--- config.mk ---
export PLATFORM = sky130hd
export DESIGN_NAME = commit_trace_fifo_flat
export DESIGN_NICKNAME = d
export VERILOG_FILES = /design/src/rtl/commit_trace_fifo_pkg.sv /design/src/rtl/commit_trace_fifo_if.sv /design/src/rtl/commit_trace_fifo_mem.sv /design/src/rtl/commit_trace_fifo.sv /design/src/flat_wrapper.sv
export SDC_FILE = /design/constraint.sdc
export NUM_CORES = 1
export LEC_CHECK = 0
export ABC_AREA = 1
export BUFFER_PORTS_ARGS = -buffer_cell sky130_fd_sc_hd__buf_2
export CAP_MARGIN = 20
export CORE_MARGIN = 3
export CORE_UTILIZATION = 46
export CTS_CLUSTER_SIZE = 12
export DETAILED_ROUTE_END_ITERATION = 8
export PLACE_DENSITY = 0.66
export RECOVER_POWER = 50
export SLEW_MARGIN = 25
export SYNTH_ARGS = -nofsm -noshare
export SYNTH_HDL_FRONTEND = slang
export SYNTH_HIERARCHICAL = 1
export SYNTH_SLANG_ARGS = --single-unit
--- constraint.sdc ---
create_clock -name clk -period 5.4 [get_ports clk]
set_input_delay 0.27 -clock clk [delete_from_list [all_inputs] [get_ports clk]]
set_output_delay 0.27 -clock clk [all_outputs]
set_load 0.01 [all_outputs]
--- src/rtl/commit_trace_fifo_pkg.sv ---
// Shared types and constants for the retirement trace FIFO.
package riscv_trace_pkg;
    localparam int WIDTH_DEF     = 31;
    localparam int REG_DEF       = 4;
    localparam int DEPTH_LOG_DEF = 3;
    localparam logic [15:0] DROP_MAX = 16'hFFFF;

    typedef struct packed {
        logic [REG_DEF:0]   dest;
        logic [WIDTH_DEF:0] result;
        logic [WIDTH_DEF:0] pc;
        logic               flush;
    } trace_entry_t;
endpackage

--- src/rtl/commit_trace_fifo_if.sv ---
// Commit-side and trace-side signal bundle; master drives commits/reader, slave is the FIFO.
interface commit_trace_fifo_if #(
    parameter int WIDTH     = 31,
    parameter int REG       = 4,
    parameter int DEPTH_LOG = 3
);
    logic               commitValid;
    logic [REG:0]       destCommit;
    logic [WIDTH:0]     result;
    logic [WIDTH:0]     commitPC;
    logic               mispredict;
    logic               traceReady;
    logic               clearOverflow;
    logic               traceValid;
    logic [REG:0]       traceDest;
    logic [WIDTH:0]     traceResult;
    logic [WIDTH:0]     tracePC;
    logic               traceFlush;
    logic [DEPTH_LOG:0] count;
    logic               overflow;
    logic [15:0]        dropCount;

    modport master (
        output commitValid, destCommit, result, commitPC, mispredict,
        output traceReady, clearOverflow,
        input  traceValid, traceDest, traceResult, tracePC, traceFlush,
        input  count, overflow, dropCount
    );

    modport slave (
        input  commitValid, destCommit, result, commitPC, mispredict,
        input  traceReady, clearOverflow,
        output traceValid, traceDest, traceResult, tracePC, traceFlush,
        output count, overflow, dropCount
    );
endinterface

--- src/rtl/commit_trace_fifo_mem.sv ---
// Entry storage: one synchronous write port, one asynchronous read port, no reset.
module trace_fifo_mem
    import riscv_trace_pkg::*;
#(
    parameter int  DEPTH_LOG = DEPTH_LOG_DEF,
    parameter type entry_t   = trace_entry_t
) (
    input  logic                 clk,
    input  logic                 we,
    input  logic [DEPTH_LOG-1:0] waddr,
    input  entry_t               wdata,
    input  logic [DEPTH_LOG-1:0] raddr,
    output entry_t               rdata
);
    entry_t mem [2**DEPTH_LOG];

    always_ff @(posedge clk) begin
        if (we) mem[waddr] <= wdata;
    end

    assign rdata = mem[raddr];
endmodule

--- src/rtl/commit_trace_fifo.sv ---
// Captures ROB retirements into a small FIFO and drains them to a trace reader,
// counting commits lost while the FIFO is full and the reader stalls.
module commit_trace_fifo
    import riscv_trace_pkg::*;
#(
    parameter int WIDTH     = WIDTH_DEF,
    parameter int REG       = REG_DEF,
    parameter int DEPTH_LOG = DEPTH_LOG_DEF
) (
    input  logic                clk,
    input  logic                globalReset,
    commit_trace_fifo_if.slave  bus
);
    localparam int CNT_W = DEPTH_LOG + 1;
    localparam logic [CNT_W-1:0] CAP = CNT_W'(1 << DEPTH_LOG);

    typedef struct packed {
        logic [REG:0]   dest;
        logic [WIDTH:0] result;
        logic [WIDTH:0] pc;
        logic           flush;
    } entry_t;

    logic [DEPTH_LOG-1:0] wr_ptr;
    logic [DEPTH_LOG-1:0] rd_ptr;
    logic [CNT_W-1:0]     occ;
    logic                 ovf;
    logic [15:0]          drops;
    logic                 full;
    logic                 pop;
    logic                 push;
    logic                 drop;
    entry_t               wr_entry;
    entry_t               head;

    // A pop in the same cycle frees a slot, so a full FIFO still accepts.
    always_comb begin
        full           = (occ == CAP);
        pop            = (occ != '0) && bus.traceReady;
        push           = bus.commitValid && (!full || pop);
        drop           = bus.commitValid && full && !pop;
        wr_entry       = '0;
        wr_entry.dest   = bus.destCommit;
        wr_entry.result = bus.result;
        wr_entry.pc     = bus.commitPC;
        wr_entry.flush  = bus.mispredict;
    end

    always_ff @(posedge clk) begin
        if (globalReset) begin
            wr_ptr <= '0;
            rd_ptr <= '0;
            occ    <= '0;
            ovf    <= 1'b0;
            drops  <= '0;
        end else begin
            if (push) wr_ptr <= wr_ptr + 1'b1;
            if (pop)  rd_ptr <= rd_ptr + 1'b1;
            occ <= occ + CNT_W'(push) - CNT_W'(pop);
            // A drop coinciding with a clear is counted as the first new drop.
            if (bus.clearOverflow) begin
                ovf   <= drop;
                drops <= drop ? 16'd1 : 16'd0;
            end else if (drop) begin
                ovf <= 1'b1;
                if (drops != DROP_MAX) drops <= drops + 16'd1;
            end
        end
    end

    trace_fifo_mem #(
        .DEPTH_LOG (DEPTH_LOG),
        .entry_t   (entry_t)
    ) u_mem (
        .clk   (clk),
        .we    (push),
        .waddr (wr_ptr),
        .wdata (wr_entry),
        .raddr (rd_ptr),
        .rdata (head)
    );

    assign bus.traceValid  = (occ != '0);
    assign bus.traceDest   = head.dest;
    assign bus.traceResult = head.result;
    assign bus.tracePC     = head.pc;
    assign bus.traceFlush  = head.flush;
    assign bus.count       = occ;
    assign bus.overflow    = ovf;
    assign bus.dropCount   = drops;
endmodule

--- src/flat_wrapper.sv ---
// flat-port wrapper written by rule: the top's interface ports become plain ports
module commit_trace_fifo_flat import riscv_trace_pkg::*;
#(
    parameter int WIDTH     = WIDTH_DEF,
    parameter int REG       = REG_DEF,
    parameter int DEPTH_LOG = DEPTH_LOG_DEF
)
  (clk, globalReset, bus_commitValid, bus_destCommit, bus_result, bus_commitPC, bus_mispredict, bus_traceReady, bus_clearOverflow, bus_traceValid, bus_traceDest, bus_traceResult, bus_tracePC, bus_traceFlush, bus_count, bus_overflow, bus_dropCount);
  commit_trace_fifo_if #(.WIDTH(WIDTH), .REG(REG), .DEPTH_LOG(DEPTH_LOG)) bus_i ();
  input  logic clk;
  input  logic globalReset;
  input wire logic [$bits(bus_i.commitValid)-1:0] bus_commitValid;
  input wire logic [$bits(bus_i.destCommit)-1:0] bus_destCommit;
  input wire logic [$bits(bus_i.result)-1:0] bus_result;
  input wire logic [$bits(bus_i.commitPC)-1:0] bus_commitPC;
  input wire logic [$bits(bus_i.mispredict)-1:0] bus_mispredict;
  input wire logic [$bits(bus_i.traceReady)-1:0] bus_traceReady;
  input wire logic [$bits(bus_i.clearOverflow)-1:0] bus_clearOverflow;
  output wire logic [$bits(bus_i.traceValid)-1:0] bus_traceValid;
  output wire logic [$bits(bus_i.traceDest)-1:0] bus_traceDest;
  output wire logic [$bits(bus_i.traceResult)-1:0] bus_traceResult;
  output wire logic [$bits(bus_i.tracePC)-1:0] bus_tracePC;
  output wire logic [$bits(bus_i.traceFlush)-1:0] bus_traceFlush;
  output wire logic [$bits(bus_i.count)-1:0] bus_count;
  output wire logic [$bits(bus_i.overflow)-1:0] bus_overflow;
  output wire logic [$bits(bus_i.dropCount)-1:0] bus_dropCount;
  assign bus_i.commitValid = bus_commitValid;
  assign bus_i.destCommit = bus_destCommit;
  assign bus_i.result = bus_result;
  assign bus_i.commitPC = bus_commitPC;
  assign bus_i.mispredict = bus_mispredict;
  assign bus_i.traceReady = bus_traceReady;
  assign bus_i.clearOverflow = bus_clearOverflow;
  assign bus_traceValid = bus_i.traceValid;
  assign bus_traceDest = bus_i.traceDest;
  assign bus_traceResult = bus_i.traceResult;
  assign bus_tracePC = bus_i.tracePC;
  assign bus_traceFlush = bus_i.traceFlush;
  assign bus_count = bus_i.count;
  assign bus_overflow = bus_i.overflow;
  assign bus_dropCount = bus_i.dropCount;
  commit_trace_fifo #(.WIDTH(WIDTH), .REG(REG), .DEPTH_LOG(DEPTH_LOG)) u_core (.clk(clk), .globalReset(globalReset), .bus(bus_i));
endmodule
# After elaboration in Yosys (flattened, before gate mapping)
# Memories as Yosys holds them, arrays and structs flattened. A register that Yosys moved wholly into a read port is not among the register bits.
# Cells that the tools add are included.
[word_totals]
memories = 1
output_inout_bits = 92
reg_bits = 27
romBits = 0
latch_bits = 0
wordCells = 34
mem_bits_rw = 560
input_bits = 75
[mem_list]
columns = ["memory", "words", "word_bits", "rd", "rd_ports_with_merged_regs", "wr", "line", "rtl"]
rows = [
  ["u_core.u_mem.mem", 8, 70, 1, 1, 1, "commit_trace_fifo_mem.sv:15", "entry_t mem [2**DEPTH_LOG];"],
]
[op_classes]
mul = 0
shifts = 0
muxes = 10
div_mod_pow = 0
order_cmp = 0
eq_ne = 2
n_bitwise = 0
addsub = 5
reduce_logical = 11
[ops]
columns = ["cell", "n"]
rows = [
  ["$mux W16", 3],
  ["$add A16 B1 Y16 const B", 1],
  ["$ne A16 B16 Y1 const B", 1],
  ["$add A3 B1 Y3 const B", 2],
  ["$mux W3", 2],
  ["$mux W1", 5],
  ["$add A4 B1 Y4", 1],
  ["$eq A4 B4 Y1 const B", 1],
  ["$logic_and A1 B1 Y1", 4],
  ["$reduce_bool A2 Y1", 2],
  ["$reduce_bool A4 Y1", 1],
  ["$sub A4 B1 Y4", 1],
  ["$logic_not A1 Y1", 2],
  ["$reduce_and A2 Y1", 1],
  ["$logic_or A1 B1 Y1", 1],
]

# Depth between registers and ports, before layout
# Gate-level depths: netlist (run 1).
[depth]
word_depth = 6
depth_mapped = 12
depth_no_buf = 12

# Hierarchy
# Netlist (run 1), hierarchy kept.
[modules_own_cells]
columns = ["mod", "n_inst", "seq_area_each_um2", "cells_per_inst", "area_per_inst_um2"]
rows = [
  ["trace_fifo_mem", 1, 16816.1, 2437, 24352.1],
  ["commit_trace_fifo", 1, 540.5, 273, 1736.7],
]

# Least setup slack after synthesis (run 1)
# Ideal clock, no wire load.
[synth_path]
path_type = "reg2reg"
startpoint = "register u_core.occ[2] (netlist: u_core/bus.count[2])"
endpoint = "memory u_core/u_mem/mem[1][0] (netlist name), enable pin"
arrival_time_ns = 4.248
path_stages_with_launch = 8
required_ns = 4.901
n_path_buf = 0
path_slack_ns = 0.653
path_cell_list = "dfxtp_1 -> inv_1 -> ha_1 -> nand2_1 -> nand2_2 -> a21oi_2 -> nand2_1 -> nor2_1"
[synth_between]
elab_chain_cells = 6
[synth_lines]
columns = ["item", "line", "rtl"]
rows = [
  ["start, declared", "commit_trace_fifo.sv:26", "logic [CNT_W-1:0] occ;"],
  ["start signal, assigned", "commit_trace_fifo.sv:59", "occ <= occ + CNT_W'(push) - CNT_W'(pop);"],
  ["$reduce_bool A4 Y1", "--", ""],
  ["named net bus_traceValid", "flat_wrapper.sv:19", "output wire logic [$bits(bus_i.traceValid)-1:0] bus_traceValid;"],
  ["$logic_and A1 B1 Y1", "commit_trace_fifo.sv:39", "pop = (occ != '0) && bus.traceReady;"],
  ["$logic_or A1 B1 Y1", "commit_trace_fifo.sv:40", "push = bus.commitValid && (!full || pop);"],
  ["$logic_and A1 B1 Y1", "commit_trace_fifo.sv:40", ""],
  ["named net u_core.push", "commit_trace_fifo.sv:31", "logic push;"],
  ["$mux W1", "commit_trace_fifo_mem.sv:18", "if (we) mem[waddr] <= wdata;"],
  ["$mux W1 (implied by the code)", "commit_trace_fifo_mem.sv:18", ""],
  ["end, declared", "commit_trace_fifo_mem.sv:15", ""],
]
# The timed path passes the listed nets, and every way through them passes these cells.

==> flow_metrics.env, run 1 <==
export IMPL_outcome="finished, violations left"
export IMPL_violations="capacitance limit, slew limit"
export IMPL_die_y_um=244
export IMPL_portBuffers=166
export IMPL_crit_required_ns=5.13
export IMPL_grt_overflow=0
export IMPL_drc=0
export IMPL_p_switching_mw=4.05
export IMPL_fin_worst_skew_ns=0.0175
export IMPL_clkPwrFrac_pct=30.7
export IMPL_seqCellArea_um2=17400
export IMPL_finalHoldViolCount=0
export IMPL_synth_nets=2794
export IMPL_crit_type="reg2out"
export IMPL_ys_seq_area_share_pct=66.5
export IMPL_drive_gt1_share_pct=6.36
export IMPL_cp_num_cells=8
export IMPL_htreeDepth=2
export IMPL_cts_buffers=60
export IMPL_cts_buffer_depth=3
export IMPL_antenna_found_initial=3
export IMPL_via_per_inst=4.82
export IMPL_initial_core_util_pct=46.9
export IMPL_cts_tree="yes"
export IMPL_cts_setup_buffers=0
export IMPL_yosysWarnings=6
export IMPL_dp_slack_ns=1.92
export IMPL_slew_viol_final=31
export IMPL_placed_area_um2=27600
export IMPL_hold_class="in2reg"
export IMPL_r2r_cells=8
export IMPL_core_um2=55600
export IMPL_grt_max_degree=218
export IMPL_ios=167
export IMPL_ys_types=31
export IMPL_clkSinkCount=587
export IMPL_fin_crit_sh_pct=76.7
export IMPL_cp_common_cell="nand2_1"
export IMPL_peakVddDrop_mv=0.301
export IMPL_avgSynthCellArea_um2=9.63
export IMPL_reg2reg_setup_slack_ns=1.92
export IMPL_clock_root_buffer="clkbuf_16"
export IMPL_p_per_area_nw_per_um2=419
export IMPL_rsz0062_at_grt="false"
export IMPL_num_rows=86
export IMPL_fmax_ghz=0.241
export IMPL_place_inst=3532
export IMPL_drt_initial_drc_count=1046
export IMPL_min_path_cells=4
export IMPL_die_width_um=244
export IMPL_multiInputGateArea_um2=5880
export IMPL_finalSetupViolations=0
export IMPL_syn_area_um2=26100
export IMPL_grt_pass1_vias=17754
export IMPL_synth_cells=2710
export IMPL_holdWs_ns=0.0484
export IMPL_syn2layout_area_growth_pct=14.8
export IMPL_grt_pass1_wl_mm=94.7
export IMPL_path_clk_slew_ns=0.06
export IMPL_synthArstFlopShare_pct=0
export IMPL_pwr_share_seq_pct=43.6
export IMPL_fin_nets=3002
export IMPL_crit_chain="clkinv_8 -> buf_4 -> nand2_1 -> nand3_1 -> nand2_1 -> nand2_1 -> nand2_1 -> buf_2"
export IMPL_final_cell_area_um2=29900
export IMPL_setup_tns_ns=0
export IMPL_firstDrtPassIters=5
export IMPL_synthFlopType="edfxtp_1"
export IMPL_gp_congestion=0.836
export IMPL_endpoint_kind="output port"
export IMPL_grt_util_all_layers_pct=20.0
export IMPL_routed_via_count=17869
export IMPL_slew_limit_headroom_pct=-3.26
export IMPL_ctsResizeCount=0
export IMPL_crit_slowest_cell="dfxtp_4"
export IMPL_p_int_mw=8.50
export IMPL_layout_setup_ws_ns=1.26
export IMPL_worstPathArrival_ns=3.87
export IMPL_synth_seq_cells=587
export IMPL_fin_crit_ns=4.14
export IMPL_swShare_pct=32.3
export IMPL_dp_hpwl_mm=33.0
export IMPL_wirelength_mm=59.8
export IMPL_cp_max_fo=206
export IMPL_final_cells=3705
export IMPL_cts_hold_buf=71
export IMPL_clock_latency_ns=0.61
export IMPL_drtAntennaViolNets=0
export IMPL_dieArea_um2=59600
export IMPL_leakagePower_nw=13.5
export IMPL_synth_edf_count=560
export IMPL_power_frac_comb_pct=25.7
export IMPL_start_kind="register"
export IMPL_worst_slew_pin_slew_ns=1.55
export IMPL_nFillCells=4905
export IMPL_detail_route_wl_per_cell_um=16.1
export IMPL_path_delay_family="buffers and inverters"
export IMPL_max_stage_delay_ns=0.87
export IMPL_crit_buf_inv=3
export IMPL_max_cap_violations=1
## Yosys cell counts (3+ instances only)
library cell  count  share of area [%]
inv_1           605                8.7
nor2_1           47               0.68
a21oi_2           3               0.10
nand2_1         987                 14
a21oi_1          14               0.27
ha_1              8               0.38
buf_1             5              0.072
nand3_1         302                5.8
dfxtp_1          27                2.1
nand3_2           4               0.15
clkbuf_1         27               0.39
buf_2            60                1.2
o21ai_0          13               0.25
inv_2             4              0.058
nand2_2           7               0.17
edfxtp_1        560                 64
buf_4            18               0.52
## path summary, 6_finish.rpt
kind | startpoint | end
max reg2reg | u_core/bus.count[2] | u_core/u_mem/mem[2][65]
max | u_core/rd_ptr[0] | bus_traceDest[3]
min reg2reg | u_core/bus.overflow | u_core/bus.overflow
min | bus_clearOverflow | u_core/bus.dropCount[4]
## power by group through the flow
stage / logic (mW) / registers, mW / clock network (mW)
floorplan: 2.20 / 5.47 / 0
global placement: 3.18 / 5.55 / 0
detailed placement: 3.23 / 5.56 / 0
CTS: 3.29 / 5.47 / 3.94
global route: 3.65 / 5.50 / 4.12
finish: 3.23 / 5.47 / 3.85
## layout make-up
cell class	count	share of cell area, %
Inverter	611	7.71
Clock inverter	21	0.614
Clock buffer	78	5.38
Tap cell	748	3.13
Antenna cell	2	0.0167
Sequential cell	587	58.0
Multi-Input combinational cell	1400	19.6
Timing Repair Buffer	258	5.52
## through the flow
| stage | util (%) | total power, mW |
|---|---|---|
| after detailed placement | 49.6 | 8.80 |
| after global placement | 49.5 | 8.74 |
| after floorplan | - | 7.67 |
| after global routing | 53.8 | 13.3 |
| final | 53.8 | 12.5 |
| after CTS | 54.1 | 12.7 |
## state kept, by name, summed over array words and instances, names as in the netlist
| name | cells |
|---|---|
| u_core/bus.dropCount | 16 |
| u_core/u_mem/mem | 560 |
| u_core/wr_ptr | 3 |
| u_core/bus.overflow | 1 |
| u_core/rd_ptr | 3 |
| u_core/bus.count | 4 |
## tightest hold or removal path: stages
cell	delay (ns)
buf_2	0.15
nor2_1	0.07
nand3_1	0.07
a21oi_1	0.06
## per-layer routing
metal,wire length [um],vias up,global-route usage [%],share of wire [%]
met5,13,-,0,0.022
met4,1730,2,7.06,2.9
met3,3020,105,3.00,5.1
met2,29100,478,34.4,49
met1,25900,8460,25.8,43
li1,-,8824,-,-
## cell usage in the layout, fill, tap and decap left out, drive strengths merged, types with 2 or more instances in the layout
cell type	instances
edfxtp	560
a21oi	17
o21bai	2
diode	2
o21ai	16
buf	93
clkinv	19
clkinvlp	2
nand3	306
ha	8
nor2	49
clkbuf	172
dfxtp	27
inv	608
nand2	995
dlygate4sd3	71
nor3	2
bufinv	3
## kinds of logic after synthesis
| kind of cell | Yosys count | share of synthesized area (%) |
|---|---|---|
| xor+xnor | 1 | 0.0336 |
| compound gates | 35 | 0.748 |
| fa+ha+maj | 9 | 0.460 |
| simple gates | 1355 | 21.2 |
| buf+inv | 723 | 11.0 |
| flops | 587 | 66.5 |
Note: power is estimated with default switching activity, not from simulation.
==> run 2, diff against run 1 <==
--- a/config.mk
+++ b/config.mk
@@ -12,7 +12,7 @@
 export CORE_UTILIZATION = 46
 export CTS_CLUSTER_SIZE = 12
 export DETAILED_ROUTE_END_ITERATION = 8
-export PLACE_DENSITY = 0.66
+export PLACE_DENSITY = 0.69
 export RECOVER_POWER = 50
 export SLEW_MARGIN = 25
 export SYNTH_ARGS = -nofsm -noshare
==> constraint.sdc (replaced) <==
create_clock -name clk -period 3.8 [get_ports clk]
set_input_delay 0.19 -clock clk [delete_from_list [all_inputs] [get_ports clk]]
set_output_delay 0.19 -clock clk [all_outputs]
set_load 0.01 [all_outputs]
==> run 2 against run 1 <==
  * Sequential power up 41%
  * Highest routed layer is now met4
  * Via count up 0.92%
  * The flow now finishes without violations
  * Clock-buffer cell count down 3
  * Largest power group unchanged
  * Combinational power up 45%
  * Critical path type is now reg2reg
  * Largest cell class unchanged
  * Global-route usage down 0.15 points
  * Hold slack better by 0.030 ns
  * Utilization up 0.21 points
  * First-iteration DRC count up 18%
  * Critical path depth unchanged
  * Final area up 0.39%
==> flow_metrics.env, run 2 (synthesis results as in run 1) <==
export IMPL_outcome="finished, final reports clean"
export IMPL_place_inst=3540
export IMPL_peakVddDrop_mv=0.463
export IMPL_grt_pass1_vias=17600
export IMPL_finalHoldViolCount=0
export IMPL_die_width_um=244
export IMPL_startpoint="u_core/bus.count[2]"
export IMPL_clock_latency_ns=0.63
export IMPL_max_cap_violations=0
export IMPL_drive_gt1_share_pct=6.71
export IMPL_endpoint_kind="register"
export IMPL_reg2reg_setup_slack_ns=0.58
export IMPL_clock_root_buffer="clkbuf_16"
export IMPL_finalSetupViolations=0
export IMPL_r2r_start="u_core/bus.count[2]"
export IMPL_wirelength_mm=59.7
export IMPL_num_rows=86
export IMPL_path_clk_slew_ns=0.06
export IMPL_grt_util_all_layers_pct=19.8
export IMPL_dp_hpwl_mm=33.0
export IMPL_grt_max_degree=160
export IMPL_drtAntennaViolNets=0
export IMPL_detail_route_wl_per_cell_um=16.0
export IMPL_core_um2=55600
export IMPL_antenna_found_initial=6
export IMPL_final_cells=3721
export IMPL_leakagePower_nw=13.5
export IMPL_firstDrtPassIters=7
export IMPL_top_register="u_core/u_mem/mem"
export IMPL_initial_core_util_pct=46.9
export IMPL_die_y_um=244
export IMPL_slew_viol_final=0
export IMPL_layout_commonest_cell="nand2_1"
export IMPL_cts_buffers=61
export IMPL_htreeDepth=2
export IMPL_drt_initial_drc_count=1239
export IMPL_fmax_ghz=0.311
export IMPL_r2r_end="u_core/u_mem/mem[7][40]"
export IMPL_layout_common_cells="991 x nand2_1, 605 x inv_1, 560 x edfxtp_1"
export IMPL_worstPathArrival_ns=3.50
export IMPL_ios=167
export IMPL_cts_setup_buffers=0
export IMPL_largest_reg_flops=560
export IMPL_dieArea_um2=59600
export IMPL_p_per_area_nw_per_um2=594
export IMPL_fin_crit_sh_pct=84.7
export IMPL_multiInputGateArea_um2=5890
export IMPL_setup_tns_ns=0
export IMPL_crit_type="reg2reg"
export IMPL_cp_max_fo=32
export IMPL_syn2layout_area_growth_pct=15.2
export IMPL_start_kind="register"
export IMPL_critPathCapture="u_core/u_mem/mem[7][40]"
export IMPL_rsz0062_at_grt="false"
export IMPL_nFillCells=4856
export IMPL_drc=0
export IMPL_crit_required_ns=4.08
export IMPL_routed_via_count=18034
export IMPL_ctsResizeCount=0
export IMPL_fin_crit_ns=3.22
export IMPL_cts_buffer_depth=3
export IMPL_fin_worst_skew_ns=0.0291
export IMPL_grt_pass1_wl_mm=94.4
export IMPL_grt_overflow=0
export IMPL_clkSinkCount=587
export IMPL_slew_limit_headroom_pct=24.8
export IMPL_portBuffers=166
export IMPL_hold_class="in2reg"
export IMPL_cts_tree="yes"
export IMPL_gp_congestion=0.834
export IMPL_seqCellArea_um2=17400
export IMPL_cts_hold_buf=73
export IMPL_via_per_inst=4.85
export IMPL_r2r_cells=8
export IMPL_worst_slew_pin_slew_ns=1.12
export IMPL_fin_nets=3012
## run 2: changes by cell type in the layout (fill, tap and decap cells not counted), moves of 3 or more
cell and delta:
buf_12 +4, buf_4 +5, clkbuf_1 -4, clkinv_1 +5, diode_2 +4, nand2_2 +3
## run 2: layer usage
layer / wire, um / global-route usage [%] / share of wire (%) / vias up
met5: 0 / 0 / 0 / -
li1: - / - / - / 8850
met4: 1160 / 5.54 / 1.9 / 0
met2: 29200 / 33.8 / 49 / 558
met3: 3820 / 2.86 / 6.4 / 75
met1: 25500 / 26.6 / 43 / 8551
## run 2: final cells by class
cell class | instances | area share (%)
diodes | 6 | 0.0499
clock buffers | 75 | 5.32
clock inverters | 27 | 0.683
inverters | 611 | 7.66
multi-input cells | 1400 | 19.6
flip-flops and latches | 587 | 57.8
well taps | 748 | 3.11
repair buffers | 267 | 5.83
## run 2: worst max-delay path: stages, from the launching register on
cell,delay (ns)
dfxtp_1,0.33
inv_1,0.08
ha_1,0.22
nand2_1,0.09
nand2_1,0.13
a21oi_1,0.71
nand2_1,0.39
nor2_4,0.59
buf_12,0.34
## run 2: worst min path at each step
stage                        start  cells after the start                endpoint  slack [ns]
6_report           bus_commitValid                      5     u_core/bus.overflow        0.08
5_1_grt            bus_commitValid                      5     u_core/bus.overflow        0.11
4_1_cts            bus_commitValid                      4        u_core/wr_ptr[0]      0.0006
3_5_place_dp   u_core/bus.overflow                      2     u_core/bus.overflow        0.46
3_3_place_gp   u_core/bus.overflow                      2     u_core/bus.overflow        0.45
2_1_floorplan       bus_mispredict                      0  u_core/u_mem/mem[0][0]        0.29
## run 2: through the flow
| stage | cell area (um2) | power, mW | util (%) | hold WS, ns | worst slack, ns |
|---|---|---|---|---|---|
| after global placement | 27700 | 12.4 | 49.7 | 0.453 | 0.950 |
| final | 30100 | 17.9 | 54.0 | 0.0786 | 0.581 |
| after CTS | 30200 | 18.1 | 54.3 | 0.000558 | 0.605 |
| after global routing | 30100 | 18.9 | 54.0 | 0.107 | 0.355 |
| after floorplan | 26100 | 10.9 | - | 0.289 | -0.947 |
| after detailed placement | 27700 | 12.5 | 49.7 | 0.461 | 0.898 |
## run 2: report_power, final
| part | switching [mW] | internal [mW] | leakage (nW) |
|---|---|---|---|
| clock | 2.39 | 3.09 | 0.875 |
| combinational | 3.24 | 1.45 | 7.35 |
| sequential | 0.183 | 7.51 | 5.30 |
| total | 5.82 | 12.0 | 13.5 |
==> run 3, diff against run 2 <==
--- a/config.mk
+++ b/config.mk
@@ -5,7 +5,7 @@
 export SDC_FILE = /design/constraint.sdc
 export NUM_CORES = 1
 export LEC_CHECK = 0
-export ABC_AREA = 1
+export ABC_AREA = 0
 export BUFFER_PORTS_ARGS = -buffer_cell sky130_fd_sc_hd__buf_2
 export CAP_MARGIN = 20
 export CORE_MARGIN = 3
==> constraint.sdc (replaced) <==
create_clock -name clk -period 2.7 [get_ports clk]
set_input_delay 0.135 -clock clk [delete_from_list [all_inputs] [get_ports clk]]
set_output_delay 0.135 -clock clk [all_outputs]
set_load 0.01 [all_outputs]
==> run 3 against run 2 <==
  * Clock power rose by 32%
  * Die area fell by 14%
  * Via count fell by 41%
  * Highest routed layer is now met5
  * Clock skew fell by 0.013 ns
  * Synthesized cell count decreased by 64%
  * Largest cell class unchanged
  * Hold slack worse by 0.014 ns
  * Critical path depth down 4
  * Power increased by 30%
  * Final cell count is 48% lower
==> flow_metrics.env, run 3 <==
export IMPL_outcome="finished, final reports clean"
export IMPL_crit_type="reg2out"
export IMPL_cts_buffer_depth=3
export IMPL_htreeDepth=2
export IMPL_drive_gt1_share_pct=30.8
export IMPL_worstPathArrival_ns=2.42
export IMPL_initial_core_util_pct=46.8
export IMPL_r2r_cells=8
export IMPL_cp_max_fo=23
export IMPL_holdWs_ns=0.0649
export IMPL_path_clk_slew_ns=0.06
export IMPL_synth_nets=1065
export IMPL_crit_buf_inv=2
export IMPL_grt_pass1_wl_mm=69.0
export IMPL_fin_worst_skew_ns=0.0157
export IMPL_synthFlopType="edfxtp_1"
export IMPL_max_stage_delay_ns=0.64
export IMPL_core_um2=47900
export IMPL_drc=0
export IMPL_drt_initial_drc_count=904
export IMPL_detail_route_wl_per_cell_um=23.3
export IMPL_fin_nets=1352
export IMPL_slew_limit_headroom_pct=47.2
export IMPL_gp_congestion=0.821
export IMPL_fin_crit_ns=2.56
export IMPL_power_total_mw=23.2
export IMPL_portBuffers=166
export IMPL_synth_area_top_cells="edfxtp_1 75%, mux4_2 14%, mux2_2 3.5%"
export IMPL_avgSynthCellArea_um2=22.9
export IMPL_finalSetupViolations=0
export IMPL_peakVddDrop_mv=0.549
export IMPL_crit_slowest_cell="dfxtp_4"
export IMPL_crit_required_ns=2.57
export IMPL_syn_area_um2=22400
export IMPL_layout_commonest_cell="edfxtp_1"
export IMPL_cts_tree="yes"
export IMPL_max_cap_violations=0
export IMPL_synth_seq_cells=587
export IMPL_endpoint_kind="output port"
export IMPL_synth_simple_area_share_pct=2.09
export IMPL_synth_top_area_share_pct=75.0
export IMPL_antenna_found_initial=4
export IMPL_grt_max_degree=50
export IMPL_crit_chain="buf_4 -> mux4_2 -> mux2_2 -> buf_2"
export IMPL_placed_area_um2=24300
export IMPL_netlist_top_cells_count="560 x edfxtp_1, 140 x mux4_2, 70 x mux2_2, 30 x nor2_1, 27 x dfxtp_1"
export IMPL_r2r_end="u_core/bus.dropCount[0]"
export IMPL_routed_via_count=10577
export IMPL_final_cell_area_um2=26700
export IMPL_synth_top_family_by_area="multiplexers"
export IMPL_synth_edf_count=560
export IMPL_p_per_area_nw_per_um2=870
export IMPL_firstDrtPassIters=5
export IMPL_grt_util_all_layers_pct=17.9
export IMPL_synthArstFlopShare_pct=0
export IMPL_leakagePower_nw=8.32
export IMPL_top_register="u_core/u_mem/mem"
export IMPL_critPathCapture="bus_tracePC[15]"
export IMPL_ys_types=39
export IMPL_yosysMostFrequentCell="edfxtp_1"
export IMPL_startpoint="u_core/rd_ptr[2]"
export IMPL_clkSinkCount=587
export IMPL_synthXorXnorAreaFrac_pct=0.664
export IMPL_dieArea_um2=51400
export IMPL_hold_class="in2reg"
export IMPL_num_rows=80
export IMPL_yosysTopAreaCell="edfxtp_1"
export IMPL_clock_root_buffer="clkbuf_16"
export IMPL_syn2layout_area_growth_pct=18.8
export IMPL_cts_buffers=58
export IMPL_cp_num_cells=4
export IMPL_largest_reg_flops=560
export IMPL_path_delay_family="multiplexers"
export IMPL_layout_common_cells="560 x edfxtp_1, 140 x mux4_2, 113 x clkbuf_1"
export IMPL_synth_cells=981
export IMPL_die_y_um=227
export IMPL_start_kind="register"
export IMPL_synth_compound_area_share_pct=0.335
export IMPL_dp_slack_ns=0.428
export IMPL_via_per_inst=5.51
export IMPL_slew_viol_final=0
export IMPL_r2r_start="u_core/bus.dropCount[0]"
export IMPL_wirelength_mm=44.7
export IMPL_finalHoldViolCount=0
export IMPL_yosysWarnings=6
export IMPL_clock_latency_ns=0.60
export IMPL_synthAdderAreaFrac_pct=0.536
export IMPL_ys_seq_area_share_pct=77.4
export IMPL_grt_overflow=0
export IMPL_fin_crit_sh_pct=94.8
export IMPL_reg2reg_setup_slack_ns=0.19
export IMPL_fin_util_pct=55.6
export IMPL_ios=167
export IMPL_dp_hpwl_mm=25.5
export IMPL_synth_area_mux_share_pct=17.7
export IMPL_die_width_um=227
export IMPL_drtAntennaViolNets=0
export IMPL_fmax_ghz=0.391
export IMPL_worst_slew_pin_slew_ns=0.785
export IMPL_nFillCells=3562
export IMPL_layout_setup_ws_ns=0.142
export IMPL_grt_pass1_vias=11560
==> run 3: worst min-delay path by stage <==
stage                              end               from  slack, ns  cells after the start
2_1_floorplan      u_core/bus.count[0]        globalReset       0.21                      1
3_3_place_gp   u_core/bus.dropCount[0]  bus_clearOverflow       0.36                      2
3_5_place_dp   u_core/bus.dropCount[0]  bus_clearOverflow       0.38                      2
4_1_cts               u_core/wr_ptr[1]    bus_commitValid       0.02                      5
5_1_grt               u_core/wr_ptr[1]    bus_commitValid       0.06                      5
6_report              u_core/wr_ptr[1]    bus_commitValid       0.06                      5
==> run 3: cell families (layout without fill, tap and decap cells) <==
family	count (synthesis)	count (layout)
and+or+nand+nor	91	91
muxes	212	212
adders and majority gates	9	9
other	0	3
xor gates and xnor gates	17	17
AOI/OAI and AO/OA	13	13
buffers and inverters	52	373
DFF	587	587
==> run 3: where the power goes <==
group          leakage [nW]  switching, mW  internal, mW
Combinational          2.20           2.50          2.62
Clock                 0.811           3.14          4.10
Sequential             5.30          0.246          10.6
Total                  8.32           5.88          17.3
==> run 3: worst min-delay path, cell delays in order <==
cell and delay, ns:
buf_2 0.11, inv_1 0.10, a31oi_4 0.09, mux2i_1 0.12, nor2_1 0.07
==> run 3: metrics by stage <==
stage | instances | TNS (ns)
floorplan | 981 | -80.19
global placement | 1747 | 0
detailed placement | 1747 | 0
CTS | 1916 | 0
global route | 1919 | -0.0438
finish | 1920 | 0
==> run 3: cell type report <==
class	instances	area [um2]	area share, %
repair buffers	271	1920	7.19
inverters	8	30.0	0.113
clock buffers	81	1570	5.89
clock inverters	13	105	0.394
multi-input cells	342	4880	18.3
diodes	3	7.51	0.0282
well taps	615	769	2.89
flip-flops and latches	587	17400	65.2
==> run 3: layer usage <==
layer	track usage [%]	up-vias	share of wire, %
li1	-	4675	-
met1	24.3	5570	42
met2	29.6	271	50
met3	4.12	59	5.7
met4	4.38	2	1.6
met5	0	-	0.029
==> run 3: repair_timing <==
item,in CTS,in global routing
hold buffers,75,0
gates resized for setup,0,2
endpoints found under the hold margin,572,0
buffers inserted,0,1
setup endpoints to repair,0,1
